==> src/rtl/mux6_rr_arbiter_pkg.sv <==
// Shared definitions for the 6:1 operand-mux round-robin arbiter:
// select width, idle select code, FSM state encoding and a one-hot to index helper.
package mux_arb_pkg;

  localparam int MAXREQ = 6;
  localparam int SELW   = 3;
  localparam logic [SELW-1:0] IDLE_SEL = 3'b110;

  typedef enum logic {
    ST_IDLE  = 1'b0,
    ST_GRANT = 1'b1
  } state_t;

  // Binary index of a one-hot vector; all-zero input yields 0.
  function automatic logic [SELW-1:0] oh2idx(input logic [MAXREQ-1:0] oh);
    logic [SELW-1:0] idx;
    idx = '0;
    for (int i = 0; i < MAXREQ; i++)
      if (oh[i]) idx = idx | SELW'(i);
    return idx;
  endfunction

endpackage

==> src/rtl/mux6_rr_arbiter_rr_pick.sv <==
// Combinational round-robin picker: first set request scanning ptr+1, ptr+2, ... mod NREQ.
module rr_pick
  import mux_arb_pkg::*;
#(
  parameter int NREQ = 6
) (
  input  logic [NREQ-1:0] i_req_masked,
  input  logic [SELW-1:0] i_ptr,
  output logic            o_found,
  output logic [SELW-1:0] o_idx,
  output logic [NREQ-1:0] o_onehot
);

  localparam logic [SELW:0] NREQ_W = (SELW+1)'(NREQ);

  logic [SELW:0]   w_j;
  logic [NREQ-1:0] w_sh;

  // Walk the ring farthest-first so the nearest hit after ptr is the last write.
  always_comb begin
    o_found = 1'b0;
    o_idx   = '0;
    w_j     = '0;
    w_sh    = '0;
    for (int k = NREQ; k >= 1; k--) begin
      w_j = {1'b0, i_ptr} + (SELW+1)'(k);
      if (w_j >= NREQ_W) w_j = w_j - NREQ_W;
      w_sh = i_req_masked >> w_j;
      if (w_sh[0]) begin
        o_found = 1'b1;
        o_idx   = w_j[SELW-1:0];
      end
    end
    o_onehot = o_found ? (NREQ'(1) << o_idx) : '0;
  end

endmodule

==> src/rtl/mux6_rr_arbiter.sv <==
// Round-robin arbiter/sequencer for the shared 32-bit 6:1 operand mux.
// All outputs registered; back-to-back grants without bubbles.
// Optional macro ARB_LOCK_EN: lets a locked grantee keep the bus for up to MAX_BEATS beats.
module mux6_rr_arbiter
  import mux_arb_pkg::*;
#(
  parameter int NREQ      = 6,
  parameter int MAX_BEATS = 4
) (
  input  logic            i_clk,
  input  logic            i_rst_n,
  input  logic [NREQ-1:0] i_req,
  input  logic [NREQ-1:0] i_lock,
  input  logic            i_out_ready,
  output logic            o_out_valid,
  output logic [SELW-1:0] o_sel,
  output logic [NREQ-1:0] o_grant,
  output logic [NREQ-1:0] o_ack,
  output logic            o_busy
);

  state_t          r_state, w_state_nxt;
  logic [NREQ-1:0] r_grant, w_grant_nxt;
  logic [NREQ-1:0] r_ack, w_ack_nxt;
  logic [SELW-1:0] r_sel, w_sel_nxt;
  logic [SELW-1:0] r_ptr, w_ptr_nxt;
  logic            r_valid, w_valid_nxt;

  logic            w_hs;
  logic            w_keep;
  logic [SELW-1:0] w_g_idx;
  logic [SELW-1:0] w_pick_ptr;
  logic [NREQ-1:0] w_req_m;
  logic            w_found;
  logic [SELW-1:0] w_pick_idx;
  logic [NREQ-1:0] w_pick_oh;

  assign w_hs    = r_valid & i_out_ready;
  assign w_g_idx = oh2idx(MAXREQ'(r_grant));

  // While granting, the current grantee is excluded from the next pick (it drops req after ack).
  // In idle, the requester still seeing its ack pulse is excluded for the same reason.
  assign w_req_m    = (r_state == ST_GRANT) ? (i_req & ~r_grant) : (i_req & ~r_ack);
  assign w_pick_ptr = (r_state == ST_GRANT) ? w_g_idx : r_ptr;

  rr_pick #(.NREQ(NREQ)) u_pick (
    .i_req_masked (w_req_m),
    .i_ptr        (w_pick_ptr),
    .o_found      (w_found),
    .o_idx        (w_pick_idx),
    .o_onehot     (w_pick_oh)
  );

`ifdef ARB_LOCK_EN
  localparam int BCW = $clog2(MAX_BEATS + 1);
  logic [BCW-1:0] r_beat_cnt;

  assign w_keep = (|(i_lock & i_req & r_grant)) && (r_beat_cnt < BCW'(MAX_BEATS - 1));

  // Beats consumed by the current locked owner; cleared on every handoff.
  always_ff @(posedge i_clk or negedge i_rst_n) begin
    if (!i_rst_n)
      r_beat_cnt <= '0;
    else if (r_state == ST_GRANT && w_hs)
      r_beat_cnt <= w_keep ? r_beat_cnt + 1'b1 : '0;
  end
`else
  logic w_unused_lock;
  assign w_unused_lock = ^i_lock;
  assign w_keep        = 1'b0;
`endif

  // Next-state and next-output logic; registers hold unless a pick or handshake occurs.
  always_comb begin
    w_state_nxt = r_state;
    w_grant_nxt = r_grant;
    w_sel_nxt   = r_sel;
    w_valid_nxt = r_valid;
    w_ack_nxt   = '0;
    w_ptr_nxt   = r_ptr;
    case (r_state)
      ST_IDLE: begin
        if (w_found) begin
          w_state_nxt = ST_GRANT;
          w_grant_nxt = w_pick_oh;
          w_sel_nxt   = w_pick_idx;
          w_valid_nxt = 1'b1;
        end
      end
      ST_GRANT: begin
        if (w_hs) begin
          w_ack_nxt = r_grant;
          if (!w_keep) begin
            w_ptr_nxt = w_g_idx;
            if (w_found) begin
              w_grant_nxt = w_pick_oh;
              w_sel_nxt   = w_pick_idx;
            end else begin
              w_state_nxt = ST_IDLE;
              w_grant_nxt = '0;
              w_sel_nxt   = IDLE_SEL;
              w_valid_nxt = 1'b0;
            end
          end
        end
      end
      default: w_state_nxt = ST_IDLE;
    endcase
  end

  // State and output registers; reset parks the ptr so requester 0 wins first.
  always_ff @(posedge i_clk or negedge i_rst_n) begin
    if (!i_rst_n) begin
      r_state <= ST_IDLE;
      r_grant <= '0;
      r_ack   <= '0;
      r_sel   <= IDLE_SEL;
      r_valid <= 1'b0;
      r_ptr   <= SELW'(NREQ - 1);
    end else begin
      r_state <= w_state_nxt;
      r_grant <= w_grant_nxt;
      r_ack   <= w_ack_nxt;
      r_sel   <= w_sel_nxt;
      r_valid <= w_valid_nxt;
      r_ptr   <= w_ptr_nxt;
    end
  end

  assign o_out_valid = r_valid;
  assign o_sel       = r_sel;
  assign o_grant     = r_grant;
  assign o_ack       = r_ack;
  assign o_busy      = r_valid;

endmodule

==> config.mk <==
export PLATFORM = sky130hd
export DESIGN_NAME = mux6_rr_arbiter
export DESIGN_NICKNAME = d
export VERILOG_FILES = /design/src/rtl/mux6_rr_arbiter_pkg.sv /design/src/rtl/mux6_rr_arbiter_rr_pick.sv /design/src/rtl/mux6_rr_arbiter.sv
export SDC_FILE = /design/constraint.sdc
export NUM_CORES = 1
export LEC_CHECK = 0
export CAP_MARGIN = 15
export CORE_MARGIN = 1
export CORE_UTILIZATION = 35
export CTS_CLUSTER_DIAMETER = 30
export DETAILED_ROUTE_END_ITERATION = 10
export GPL_TIMING_DRIVEN = 0
export PLACE_DENSITY_LB_ADDON = 0.25
export SYNTH_ARGS = -nofsm -noshare
export SYNTH_HDL_FRONTEND = slang
export SYNTH_HIERARCHICAL = 1
export SYNTH_SLANG_ARGS = --single-unit
==> constraint.sdc <==
create_clock -name i_clk -period 7 [get_ports i_clk]
set_input_delay 1.4 -clock i_clk [delete_from_list [all_inputs] [get_ports i_clk]]
set_output_delay 1.4 -clock i_clk [all_outputs]
set_load 0.02 [all_outputs]
-- Yosys cells after proc, flatten, opt, wreduce, memory -nomap -nowiden
Index checks and enable logic that the tools add are counted.
- output and inout port bits: 17
- input port bits: 15
- flip-flop bits (word level): 20
- bitwise gates (word level): 6
- equality and inequality tests: 3
- mux-type cells: 42
- reductions and logical operators: 3
- shift operators: 7
- $lt $le $gt $ge: 6
- add/sub/neg operators: 12
- operators with widths (kind ; number):
    3-bit two-way mux ; 12
    6-bit two-way mux ; 6
    6-bit by 4-bit >> shifter with 1-bit output ; 6
    4-bit by 3-bit >= comparator with 1-bit output, second input constant ; 6
    4-bit two-way mux ; 6
    4-bit by 3-bit subtractor with 4-bit output, second input constant ; 6
    3-bit by 3-bit adder with 4-bit output, second input constant ; 3
    6-bit AND ; 2
    1-bit two-way mux ; 12
    6-bit inverter ; 2
    6-bit case mux with 2 select lines ; 1
    3-bit by 2-bit adder with 4-bit output, second input constant ; 2
    3-bit case mux with 2 select lines ; 1
    1-bit by 3-bit left shift with 6-bit output, first input constant ; 1
    3-bit by 1-bit adder with 4-bit output, second input constant ; 1
    2-bit two-way mux ; 2
    2-bit by 1-bit != test with 1-bit output, second input constant ; 2
    1-bit case mux with 2 select lines ; 2
    2-bit AND reduction ; 2
    3-bit AND reduction ; 1
    2-bit != test, second input constant ; 1
    1-bit AND ; 1
    1-bit inverter ; 1

-- Logic depth before layout (Yosys ltp)
- depth in word-level cells: 20
- gate-level depth with buffers: 22
- depth with buffers taken out: 16

-- Modules after synthesis
Netlist, hierarchy kept.
- modules (own cells, without submodules) (module ; instances ; area each (µm²) ; cells an instance):
    rr_pick ; 1 ; 1206.2 ; 158
    mux6_rr_arbiter ; 1 ; 1032.2 ; 100

-- Worst setup path after synthesis
OpenSTA, ideal clock, no wires.
- path type: register -> register
- start: register r_state
- end: register r_grant[2], in the netlist o_grant[2]
- stages on the path, launching flop included: 20
- arrival time: 3.984 ns
- clock period less this slack: 4.119 ns
- setup slack: 2.881 ns
- library setup time: 0.135 ns
- path through: dfrtp_1 > buf_4 > clkbuf_1 > a21oi_1 > inv_1 > ha_1 > buf_2 > buf_2 > inv_1 > ha_1 > o211ai_1 > a21oi_1 > o31a_4 > nor2_2 > nand3_1 > buf_4 > and3_1 > buf_4 > a22oi_1 > o21ai_0
- elaborated cells between the ends (all ways): 53
- classes of those cells: add/sub (12); order compare (6); eq/ne (2); shift (7); mux (24); bitwise (1); reduce/logical (1)
- RTL lines (what ; RTL line ; text):
    from (decl) ; mux6_rr_arbiter.sv:22 ; state_t r_state, w_state_nxt;
    from (signal assigned) ; mux6_rr_arbiter.sv:121 ; r_state <= w_state_nxt;
    3-bit two-way mux * ; mux6_rr_arbiter.sv:44 ; assign w_pick_ptr = (r_state == ST_GRANT) ? w_g_idx : r_ptr;
    named net w_pick_ptr[1] ; mux6_rr_arbiter.sv:32 ; logic [SELW-1:0] w_pick_ptr;
    3-bit by 3-bit adder with 4-bit output ; mux6_rr_arbiter_rr_pick.sv:26 ; w_j = {1'b0, i_ptr} + (SELW+1)'(k);
    4-bit by 3-bit subtractor with 4-bit output / 4-bit by 3-bit >= comparator with 1-bit output (equally long branches) ; mux6_rr_arbiter_rr_pick.sv:27 ; if (w_j >= NREQ_W) w_j = w_j - NREQ_W;
    4-bit two-way mux ; mux6_rr_arbiter_rr_pick.sv:27 ;
    6-bit by 4-bit >> shifter with 1-bit output ; mux6_rr_arbiter_rr_pick.sv:28 ; w_sh = i_req_masked >> w_j;
    1-bit two-way mux (5 in a row) ; mux6_rr_arbiter_rr_pick.sv:29 ; if (w_sh[0]) begin
    1-bit two-way mux * ; mux6_rr_arbiter_rr_pick.sv:29 ;
    named net w_found ; mux6_rr_arbiter.sv:34 ; logic w_found;
    6-bit two-way mux ; mux6_rr_arbiter.sv:95 ; if (w_found) begin
    6-bit two-way mux ; mux6_rr_arbiter.sv:91 ; if (w_hs) begin
    6-bit case mux with 2 select lines ; mux6_rr_arbiter.sv:81 ; case (r_state)
    to (signal assigned) ; mux6_rr_arbiter.sv:122 ; r_grant <= w_grant_nxt;
    to (decl) ; mux6_rr_arbiter.sv:23 ; logic [NREQ-1:0] r_grant, w_grant_nxt;
The timed path passes the listed nets; every way through them passes the cells marked *. The select of a mux whose other input is x is not followed.
A chain may end at the register's enable or synchronous reset.

-- Final worst setup path
- start: register r_state
- end: register r_grant[1], in the netlist o_grant[1]
- word-level cells in the longest chain between the ends: 15
- elaborated cells between the ends (all ways): 53
- classes of those cells: add/sub (12); order compare (6); eq/ne (2); shift (7); mux (24); bitwise (1); reduce/logical (1)
- ends and longest elaborated chain (what ; RTL line ; text):
    3-bit two-way mux * ; mux6_rr_arbiter.sv:44 ;
    named net w_pick_ptr[1] ; mux6_rr_arbiter.sv:32 ;
    3-bit by 3-bit adder with 4-bit output ; mux6_rr_arbiter_rr_pick.sv:26 ;
    4-bit by 3-bit subtractor with 4-bit output / 4-bit by 3-bit >= comparator with 1-bit output (equally long branches) ; mux6_rr_arbiter_rr_pick.sv:27 ;
    4-bit two-way mux ; mux6_rr_arbiter_rr_pick.sv:27 ;
    6-bit by 4-bit >> shifter with 1-bit output ; mux6_rr_arbiter_rr_pick.sv:28 ;
    3-bit two-way mux (5 in a row) ; mux6_rr_arbiter_rr_pick.sv:29 ;
    3-bit two-way mux * ; mux6_rr_arbiter_rr_pick.sv:29 ;
    1-bit by 3-bit left shift with 6-bit output * ; mux6_rr_arbiter_rr_pick.sv:34 ; o_onehot = o_found ? (NREQ'(1) << o_idx) : '0;
    named net w_pick_oh[1] ; mux6_rr_arbiter.sv:36 ; logic [NREQ-1:0] w_pick_oh;
    6-bit two-way mux ; mux6_rr_arbiter.sv:95 ;
    6-bit two-way mux ; mux6_rr_arbiter.sv:91 ;
    6-bit case mux with 2 select lines * ; mux6_rr_arbiter.sv:81 ;
Marked as above.

==> metrics.sh <==
STATUS='completed'
SYNTH_FP_NETS=286
DRT_DRC_VIOLATIONS_LEFT=0
TIMING.MAX_CAP.VIOLATIONS=0
FMAX_MHz=203.1
DETAILEDPLACEMENTHPWL_UM=4278
DETAIL_ROUTE.WIRELENGTH.MET1_UM=2988
LAYOUT_SETUP_WS_NS=2.076
GRT_START_MAX_NET_PINS=21
CTS-HOLD-FIX-BUFFERS=0
CLOCK-SKEW-FINAL_NS=0.005776
SYNTH_ASYNC_SR_FLOP_SHARE_PCT=100.0
CTS_ROOT_BUFFER='sky130_fd_sc_hd__clkbuf_8'
FINAL_ANTENNA_NET_COUNT=0
NUMBER_OF_ENABLE_FLIP_FLOP_CELLS_AFTER_SYNTHESIS=0
LAYOUT-DRIVE-GT1-SHARE_PCT=17.07
SYN2LAYOUT_AREA_GROWTH_PCT=18.56
WIRE_PER_INST_UM=15.78
FIRST_PASS_GRT_WIRE_LENGTH_UM=9556
CTS.PATH.MAX_BUFFERS=2
FINAL_CORE_UTILIZATION_PCT=43.79
WORSTSETUPSTARTPOINTTYPE='flip-flop'
CLOCK_TREE.HTREE_LEVEL_COUNT=1
INITIAL_UTILIZATION_PCT=36.93
DIE_H_UM=81.97
POST_SYNTH_MAIN_AREA_CONTRIBUTORS='sky130_fd_sc_hd__dfrtp_1 18%, sky130_fd_sc_hd__mux2i_1 8.0%, sky130_fd_sc_hd__ha_1 7.3%'
SLOWEST_STAGE='sky130_fd_sc_hd__a21oi_1'
DR.MAX_LAYER_USED='met4'
YS.WARNINGS.COUNT=6
SLOWEST_DELAY_NS=0.66
FINALWORSTPATHREQUIREDPERIOD_NS=4.924
SYNTH_REGISTER_BITS=20
CLK_PIN_SLEW_WORST_PATHS_NS=0.08
DRT_PASS1_ITERATIONS=4
MOST_COMMON_CELL_TYPE_ON_THE_CRITICAL_PATH='sky130_fd_sc_hd__a21oi_1'
SETUP.WORST_PATH.CLASS='reg2reg'
NUMPORTBUFFERS=25
WORST_SLEW_PIN_SLEW_NS=0.9074
FINAL.HOLD.WORST_SLACK_NS=0.4691
DP_WORST_SETUP_SLACK_NS=2.113
MULTIINPUTGATEAREA_UM2=1587
CRITICAL_PATH_PEAK_FANOUT=10
YOSYS.AREA.TOP_TYPE='sky130_fd_sc_hd__dfrtp_1'
TIMING.MAX_SLEW.REL_SLACK_PCT=39.32
GRTUSAGETOTAL_PCT=18.65
GRT_SETUP_UNREPAIRED='false'
NUM_VIAS=2015
CP_DATA_ARRIVAL_TIME_NS=5.08
SYN-MEAN-INSTANCE-AREA_UM2=8.676
ROUTE.FINAL.WIRE_LENGTH_UM=5714
TRITONCTS_BUFFER_COUNT=3
SYNTHDOMINANTCELLAREASHARE_PCT=17.89
POST_CTS.RESIZED_INSTANCES=0
DIODES=0
POST_CTS.REPAIR.SETUP_BUFFERS=0
ROUTE.MET3.WL_UM=163
IOPINCOUNT=32
MIN_PERIOD_OVER_PERIOD_PCT=70.34
SETUP_TOTAL_NEGATIVE_SLACK_NS=0
CP-END-KIND='flip-flop'
TOP_COUNT_CELL_POST_SYNTH='sky130_fd_sc_hd__mux2i_1'
SYNTH-MAIN-FF-CELL='sky130_fd_sc_hd__dfrtp_1'
YOSYSUNIQUECELLTYPES=64
FINALWEIGHTEDCONGESTION=0.8568
SYNTHESIS.AREA_UM2=2238
FINAL-MAX-SLEW-VIOLATION-COUNT=0
PLACEMENTROWS=28
WL_MET2_UM=2548
DIE_WIDTH_UM=81.97
TRITONCTS='done'
DIEAREA_UM2=6719
REGAREA_UM2=505.5
CORE_AREA_UM2=6061
FILLERS=621
YOSYS-TOP-CELLS-COUNT='18 x sky130_fd_sc_hd__mux2i_1, 17 x sky130_fd_sc_hd__a21oi_1, 17 x sky130_fd_sc_hd__nor2_1, 16 x sky130_fd_sc_hd__and2_1, 16 x sky130_fd_sc_hd__dfrtp_1'
SETUP_VIOL_COUNT_FINAL=0
SYNTH_CELLS=258
GRT_OVERFLOW_TOTAL=0
WORSTPATHREQUIRED_NS=7.16
SYNTH.YOSYS.SEQ_AREA_SHARE_PCT=22.58
ANTENNA_FOUND_INITIAL=0
MIN_PATH_TYPE='reg2reg'
DRT-VIAS-PER-INSTANCE=5.566
NUM-NETS-FINAL=316
FIRST_GLOBAL_VIAS=1872
FINALHOLDVIOLCOUNT=0
NUMCLOCKSINKS=20
CLK_LATENCY_NS=0.26
NUMBER_OF_DRC_MARKERS_IN_ITERATION_0=83
CRITICAL_PATH.CELL_CHAIN='buf_4, clkbuf_1, a21oi_1, inv_1, ha_1, buf_2, buf_2, inv_1, ha_1, o211ai_1, a21oi_1, o31a_4, a21oi_1, a211o_1, o211ai_2, nor3_1, mux2i_1, o21ai_0'
-- per-stage QoR --
stage               instance area, um^2  std cells
finish                             2654        362
floorplan                          2238        258
global placement                   2582        358
detailed placement                 2582        358
CTS                                2654        362
global route                       2654        362
-- worst max-delay path: cells and delay by family, from the launching register on --
kind / cells / cell delay [ns]
AOI/OAI and AO/OA: 8 / 1.96
adders and majority gates: 2 / 0.78
buffers and inverters: 6 / 1.34
DFF: 1 / 0.36
muxes: 1 / 0.10
and+or+nand+nor: 1 / 0.28
-- final cells by class --
| type | instances | area share, % |
|---|---|---|
| clock buffers | 3 | 1.556 |
| inverters | 12 | 1.697 |
| multi-input cells | 212 | 59.78 |
| clock inverters | 1 | 1.132 |
| repair buffers | 25 | 9.429 |
| flip-flops and latches | 20 | 19.05 |
| plain buffers | 14 | 3.819 |
| well taps | 75 | 3.536 |
-- registers in the layout, summed over array words and instances (netlist names) --
signal,flops
o_grant,6
o_sel,3
r_ptr,3
o_busy,1
r_state,1
o_ack,6
-- kinds of logic (layout without fill, tap and decap cells) --
kind of cell,Yosys count,in the layout,synth area share [%]
buffers and inverters,26,55,6.540
and+or+nand+nor,87,87,21.97
AOI/OAI and AO/OA,79,79,25.10
DFF,20,20,22.58
adders and majority gates,13,13,7.267
xor gates and xnor gates,5,5,2.292
muxes,28,28,14.25
-- per-layer routing --
layer / track usage [%] / up-vias
met3: 2.778 / 2
met4: 1.053 / 0
met1: 28.22 / 977
met2: 28.93 / 32
li1: - / 1004
met5: 0 / -
-- path summary, 6_finish.rpt --
kind	slack, ns	to	depth (start not counted)	from
min in group asynchronous	1.65	o_sel[0]$_DFFE_PN0P_	1	i_rst_n
min	0.47	r_ptr[2]$_DFFE_PN1P_	2	r_ptr[2]$_DFFE_PN1P_
max in group asynchronous	4.80	o_busy$_DFFE_PN0P_	1	i_rst_n
min reg2reg	0.47	r_ptr[2]$_DFFE_PN1P_	2	r_ptr[2]$_DFFE_PN1P_
max reg2reg	2.08	o_grant[1]$_DFFE_PN0P_	18	r_state$_DFF_PN0_
max	2.08	o_grant[1]$_DFFE_PN0P_	18	r_state$_DFF_PN0_
-- layout by cell type, fill, tap and decap left out, types with 2 or more instances in the layout --
cell type	Yosys	layout
sky130_fd_sc_hd__ha_1	13	13
sky130_fd_sc_hd__mux2i_1	18	18
sky130_fd_sc_hd__nor2_1	17	17
sky130_fd_sc_hd__a211oi_1	4	4
sky130_fd_sc_hd__nor2b_1	5	5
sky130_fd_sc_hd__xnor2_1	3	3
sky130_fd_sc_hd__mux2_2	8	8
sky130_fd_sc_hd__buf_4	8	8
sky130_fd_sc_hd__inv_1	11	11
sky130_fd_sc_hd__o22ai_1	4	4
sky130_fd_sc_hd__o21ai_0	15	15
sky130_fd_sc_hd__dfstp_2	4	4
sky130_fd_sc_hd__nor3_1	4	4
sky130_fd_sc_hd__clkdlybuf4s50_1	0	25
sky130_fd_sc_hd__nor4_1	3	3
sky130_fd_sc_hd__o21ai_1	3	3
sky130_fd_sc_hd__nand2b_1	8	8
sky130_fd_sc_hd__clkbuf_8	0	3
sky130_fd_sc_hd__a22oi_1	7	7
sky130_fd_sc_hd__o221ai_1	2	2
sky130_fd_sc_hd__a21o_1	4	4
sky130_fd_sc_hd__a31oi_1	3	3
sky130_fd_sc_hd__and2_1	16	16
sky130_fd_sc_hd__nand3_1	6	6
sky130_fd_sc_hd__and3_1	3	3
sky130_fd_sc_hd__o211ai_1	5	5
sky130_fd_sc_hd__a21oi_1	17	17
sky130_fd_sc_hd__dfrtp_1	16	16
sky130_fd_sc_hd__buf_6	2	2
sky130_fd_sc_hd__nand2_1	11	11
sky130_fd_sc_hd__buf_2	3	3
Power is not shown: default switching activity piles up to over one toggle a cycle in this logic, so the estimate is an artifact.
